--- config.mk ---
export PLATFORM = sky130hd
export DESIGN_NAME = load_store_unit
export DESIGN_NICKNAME = d
export VERILOG_FILES = /design/src/rtl/load_store_unit.sv
export SDC_FILE = /design/constraint.sdc
export NUM_CORES = 1
export LEC_CHECK = 0
export CAP_MARGIN = 20
export CORE_ASPECT_RATIO = 0.75
export CORE_MARGIN = 2
export CORE_UTILIZATION = 49
export CTS_CLUSTER_SIZE = 30
export DETAILED_ROUTE_END_ITERATION = 8
export GPL_TIMING_DRIVEN = 0
export MAX_ROUTING_LAYER = met4
export PLACE_DENSITY = 0.92
export SLEW_MARGIN = 20
export SYNTH_ARGS = -nofsm -noshare
export SYNTH_HDL_FRONTEND = slang
export SYNTH_SLANG_ARGS = --single-unit
--- constraint.sdc ---
create_clock -name clk -period 7.4 [get_ports clk]
set_clock_uncertainty 0.1 [all_clocks]
set_input_delay 2.22 -clock clk [delete_from_list [all_inputs] [get_ports clk]]
set_output_delay 2.22 -clock clk [all_outputs]
set_load 0.05 [all_outputs]
--- src/rtl/load_store_unit.sv ---
// Load/store unit: turns byte/half/word pipeline requests into one-at-a-time word accesses to DataMemory.
// Optional `LSU_PERF_CNT_EN adds live load/store completion counters; otherwise both counter ports read 0.
module load_store_unit #(
    parameter int ADDR_W     = 32,
    parameter int MEM_ADDR_W = 32
) (
    input  logic                  clk,
    input  logic                  rst_n,
    input  logic                  req_valid,
    output logic                  req_ready,
    input  logic                  req_we,
    input  logic [2:0]            req_funct3,
    input  logic [ADDR_W-1:0]     req_addr,
    input  logic [31:0]           req_wdata,
    output logic                  resp_valid,
    output logic [31:0]           resp_rdata,
    output logic                  resp_err,
    output logic [MEM_ADDR_W-1:0] mem_address,
    output logic [31:0]           mem_write_data,
    output logic                  mem_read,
    output logic                  mem_write,
    input  logic [31:0]           mem_read_data,
    output logic [31:0]           load_count,
    output logic [31:0]           store_count
);

    typedef enum logic [2:0] {IDLE, RD, CAP, WR, RESP} state_t;

    state_t      state, state_nx;
    logic [1:0]  off_q;
    logic [2:0]  f3_q;
    logic        we_q;
    logic        err_q;
    logic [15:0] wdata_q;
    logic [31:0] rdata_q;
    logic        accept;
    logic        req_err;
    logic        req_sw;
    logic [MEM_ADDR_W-1:0] word_addr;

    function automatic logic [31:0] extract(input logic [31:0] w, input logic [1:0] off,
                                            input logic [2:0] f3);
        logic [7:0]  b;
        logic [15:0] h;
        b = w[8*off +: 8];
        h = off[1] ? w[31:16] : w[15:0];
        case (f3[1:0])
            2'd0:    extract = f3[2] ? {24'b0, b} : {{24{b[7]}}, b};
            2'd1:    extract = f3[2] ? {16'b0, h} : {{16{h[15]}}, h};
            default: extract = w;
        endcase
    endfunction

    function automatic logic [31:0] merge(input logic [31:0] w, input logic [1:0] off,
                                          input logic is_half, input logic [15:0] wd);
        logic [31:0] m;
        m = w;
        if (is_half) m[16*off[1] +: 16] = wd;
        else         m[8*off +: 8]      = wd[7:0];
        return m;
    endfunction

    assign accept    = req_valid && req_ready;
    assign req_sw    = req_we && (req_funct3 == 3'd2);
    assign word_addr = MEM_ADDR_W'(req_addr[ADDR_W-1:2]);

    // Illegal encodings, misaligned half/word, and unsigned-store encodings are all rejected at accept.
    assign req_err = (req_funct3 == 3'd3) || (req_funct3[2:1] == 2'b11)
                  || ((req_funct3[1:0] == 2'd1) && req_addr[0])
                  || ((req_funct3 == 3'd2) && (req_addr[1:0] != 2'b00))
                  || (req_we && req_funct3[2]);

    always_comb begin
        // NOTE: default first so every path assigns state_nx and no latch is inferred.
        state_nx = state;
        case (state)
            IDLE: if (accept) state_nx = req_err ? RESP : (req_sw ? WR : RD);
            RD:   state_nx = CAP;
            CAP:  state_nx = we_q ? WR : RESP;
            WR:   state_nx = RESP;
            RESP: state_nx = IDLE;
            default: state_nx = IDLE;
        endcase
    end

    // Strobes decode straight from state so an async reset drops them immediately.
    assign req_ready  = (state == IDLE);
    assign mem_read   = (state == RD);
    assign mem_write  = (state == WR);
    assign resp_valid = (state == RESP);
    assign resp_err   = (state == RESP) && err_q;
    assign resp_rdata = ((state == RESP) && !err_q && !we_q) ? rdata_q : 32'b0;

    // NOTE: sequential state uses non-blocking assignments so every register samples pre-edge values.
    always_ff @(posedge clk or negedge rst_n) begin
        if (!rst_n) begin
            state          <= IDLE;
            off_q          <= '0;
            f3_q           <= '0;
            we_q           <= 1'b0;
            err_q          <= 1'b0;
            wdata_q        <= '0;
            rdata_q        <= '0;
            mem_address    <= '0;
            mem_write_data <= '0;
        end else begin
            state <= state_nx;
            if (accept) begin
                off_q   <= req_addr[1:0];
                f3_q    <= req_funct3;
                we_q    <= req_we;
                err_q   <= req_err;
                wdata_q <= req_wdata[15:0];
                if (!req_err) mem_address <= word_addr;
                if (!req_err && req_sw) mem_write_data <= req_wdata;
            end
            if (state == CAP) begin
                if (we_q) mem_write_data <= merge(mem_read_data, off_q, f3_q[0], wdata_q);
                else      rdata_q        <= extract(mem_read_data, off_q, f3_q);
            end
        end
    end

`ifdef LSU_PERF_CNT_EN
    always_ff @(posedge clk or negedge rst_n) begin
        if (!rst_n) begin
            load_count  <= '0;
            store_count <= '0;
        end else if ((state == RESP) && !err_q) begin
            if (we_q) store_count <= store_count + 32'd1;
            else      load_count  <= load_count + 32'd1;
        end
    end
`else
    assign load_count  = 32'b0;
    assign store_count = 32'b0;
`endif

endmodule

# Word level (Yosys, flattened, before mapping)
# Cells that the tools add are included.
# word_totals
regBits	120
word_cells	66
in_bits	103
# op_classes
muxes	17
n_reduce_logical	21
bitwise	2
addsub	2
eq_ne	10
shift	5
# ops
operator	count
32-bit 2-to-1 mux	8
5-bit negation with 34-bit output	2
32-bit bitwise mux	2
32-bit one-hot mux with 2 select lines	1
16-bit by 34-bit variable shift with 32-bit output (first input constant)	1
8-bit by 34-bit variable shift with 32-bit output (first input constant)	1
16-bit by 34-bit variable part select with 32-bit output	1
8-bit by 34-bit variable part select with 32-bit output	1
32-bit by 6-bit variable part select with 8-bit output	1
16-bit 2-to-1 mux	1
3-bit by 2-bit == test with 1-bit output (second input constant)	4
3-bit one-hot mux with 4 select lines	1
1-bit logical AND	9
3-bit 2-to-1 mux	3
2-bit by 1-bit == test with 1-bit output (second input constant)	2
1-bit logical OR	4
2-bit AND reduction	2
3-bit by 1-bit == test with 1-bit output (second input constant)	1
3-bit == test (second input constant)	1
1-bit logical NOT	3
3-bit logical NOT	1
2-bit == test (second input constant)	1
2-bit logical NOT	1
2-bit 2-to-1 mux	1
other kinds (3)	4

# Depth between registers and ports, before layout
# logic_depth
depth_word	11
depth_mapped	10
mapped_depth_nobuf	6

# Least setup slack after synthesis
# Ideal clock, no wire load.
# synth_timing
path_type	register to output
start	register state[2]
end	output port resp_rdata[10]
path_slack_ns	2.828
path_stages_with_launch	6
n_path_buf	2
t_arrival_ns	2.252
t_required_ns	5.080
path_cell_list	dfrtp_1 > clkbuf_1 > and2_1 > nor3b_1 > clkbuf_1 > and2_1
# synth_via
elab_chain_cells	4
# synth_rtl
item	line	text
start: declaration	29	state_t state, state_nx;
start signal: assignment	107	state <= state_nx;
3-bit == test	n/a	
named net resp_valid	15	output logic resp_valid,
1-bit logical AND (2 in series)	92	assign resp_rdata = ((state == RESP) && !err_q && !we_q) ? rdata_q : 32'b0;
32-bit 2-to-1 mux	92	
end: declaration	16	output logic [31:0] resp_rdata,
# The timed path passes the listed nets, and every way through them passes these cells.

# Final worst setup path
# layout_timing
start	register state[2]
end	output port resp_rdata[13]
# layout_via
elab_chain_cells	4
# layout_rtl
item	line
3-bit == test	92
1-bit logical AND (2 in series)	92
32-bit 2-to-1 mux	92
# No other way between the ends.

==> metrics.txt <==
vias in the first global route 6657; Psw 2.30 mW; VDD IR max 0.413 mV; total gr overflow 0; Seq/Total Area, Yosys 0.422; Bufs on Longest Clock Path 2; Worst slew margin 0.233; commonest non-fill, non-tap cell in the layout clkdlybuf4s50_1; Seq pwr share 0.261; Post-Synthesis Cells 746; antenna viol nets, final 0; status finished, final reports clean; worst-path maximum fanout 10; Post-Route M1 WL 9430 um; Routed WL 23700 um; Clock Latency Late Sink 420 ps; P_int 2.40 mW; postcts setup bufs 0; final setup violation count 0; highest clock rate 163 MHz; Worst Tran Pin Value 1150 ps; Die Area 15500 um2; Tcrit/Tclk final 0.829; Post-Syn Area 7120 um2; switch share 0.489; Leakage Power 4.60 nW; DR pass1 iterations 5; Initial Util 0.498; combinational fraction of design power 0.556; cts hold-fix bufs 0; clock share of power 0.183; Inserted Diodes 0; initial antenna violation count 0; routed wl met2 10600 um; HP Class flip-flop to flip-flop; Avg Cell Area, Syn 9.55 um2; startpoint types flip-flop; port buffer count 201; largest net degree at the start of global routing 80; DR top layer met4; Rows 38; Global Route Usage Sum 0.318; most used flip-flop cell after synthesis dfrtp_1; CP Capture Type output port; total core area 14300 um2; Final Slew Violations 0; proportion of layout cells with a drive suffix above 1 0.160; Reg clk slew, reported paths 60 ps; RSZ-0062 raised after global routing no; Post-CTS Resized 0; Max-Cap Viols 0; CTS Buf Count 17; CTS tree yes; min Tclk post-route 6140 ps; Pwr Density 459 nW/um2; Die Width 143 um; first-pass GRT wire length 36300 um; Final Hold Vio Count 0; root buffer cell clkbuf_16; DR iter-0 viols 692; CP max stage cell nor3b_1; Final GP Congestion 0.983; Die Y-Extent 108 um; HPWL after DPL 17800 um; YS warnings 0; io pins 268; H-tree levels 4; DRC 0; routed vias 6966; Final #Nets 1140; most frequent cells in the layout clkdlybuf4s50_1, dfrtp_1, nand2_1; Critical Path, Cell by Cell clkbuf_1 -> and2_1 -> nor3b_1 -> clkbuf_1 -> and2_1 -> clkdlybuf4s50_1; Crit Path Category flip-flop to output port; EDFF count, synth 0; share of flip-flops with an asynchronous set or reset 1.00; CP peak stage delay 930 ps; CTS Sinks 120; Final Core Density 0.717; worst path required time 5080 ps; data arrival time of the worst path 3820 ps; routed wl met3 3020 um; WL/cell 19.0 um; Cell variety after synth 53; vias per cell 5.60; register bit total from synthesis 120; area grow syn2layout 44.1%; overall power 4.71 mW
area by class of cell:
cell class	count	area, um2
multi-input combinational	564	3610
timing repair buffer	202	2040
sequential	120	3000
fill	1039	4050
clock buffer	17	425
buffer	122	732
clock inverter	15	181
tap	200	250
inverter	5	18.8
kinds of logic after synthesis:
group,synth area share
buffers and inverters,0.105
adders and majority gates,0.00879
and+or+nand+nor,0.197
AOI/OAI and AO/OA,0.151
muxes,0.115
other,0.000527
DFF,0.422
routing by layer:
layer / global-route usage / vias up
met3: 0.101 / 60
met5: - / -
met1: 0.417 / 3333
met4: 0.113 / 0
li1: - / 3110
met2: 0.464 / 463
power groups by stage:
| stage | Sequential, mW | Combinational (mW) | Clock, mW |
|---|---|---|---|
| after global placement | 1.21 | 2.52 | 0 |
| after global routing | 1.26 | 2.77 | 0.901 |
| after detailed placement | 1.23 | 2.57 | 0 |
| after CTS | 1.22 | 2.59 | 0.866 |
| final | 1.23 | 2.62 | 0.863 |
| after floorplan | 1.74 | 1.21 | 0 |
registers in the layout, indices dropped and copies added, names as in the netlist:
signal	count
mem_write_data	32
rdata_q	32
mem_address	30
wdata_q	16
f3_q	3
state	3
off_q	2
err_q	1
we_q	1
cells in the mapped netlist, drive strengths merged, types with 14 or more instances:
master | number | share of area
and2 | 33 | 0.029
mux2i | 36 | 0.051
clkbuf | 41 | 0.022
dfrtp | 120 | 0.42
nand2 | 111 | 0.059
o21ai | 26 | 0.018
nor2b | 19 | 0.017
nand3 | 32 | 0.030
nor2 | 14 | 0.0077
a221o | 15 | 0.021
buf | 81 | 0.081
mux2 | 39 | 0.062
a21oi | 39 | 0.027
o211ai | 16 | 0.017
path summary, 6_finish.rpt:
check / start / endpoint / cells past startpoint / slack, ps
worst max-delay path: state[2]$_DFFE_PN0P_ / resp_rdata[13] / 6 / 1260
worst min-delay path: rdata_q[4]$_DFFE_PN0P_ / rdata_q[4]$_DFFE_PN0P_ / 2 / 380
worst max register to register: off_q[1]$_DFFE_PN0N_ / mem_write_data[29]$_DFF_PN0_ / 9 / 3900
worst min register to register: rdata_q[4]$_DFFE_PN0P_ / rdata_q[4]$_DFFE_PN0P_ / 2 / 380
max in group asynchronous: rst_n / wdata_q[14]$_DFFE_PN0N_ / 2 / 4860
min in group asynchronous: rst_n / mem_write_data[29]$_DFF_PN0_ / 1 / 1610
through the flow:
stage | hold WS [ps] | TNS, ps | setup WS (ps) | std cells | instance area (um2)
global placement | 368 | -75310 | -640 | 1212 | 9630
detailed placement | 369 | 0 | 1820 | 1213 | 9660
CTS | 382 | 0 | 1360 | 1245 | 10300
global route | 405 | 0 | 1120 | 1245 | 10300
floorplan | 342 | 0 | 2830 | 811 | 7360
finish | 379 | 0 | 1260 | 1245 | 10300
critical path: cells and delay by family, from the launching register on:
kind,cells,cell delay [ps]
buffers and inverters,3,1550
AND/OR/NAND/NOR,3,1380
flip-flops,1,460
Note: power is estimated with default switching activity, not from simulation.
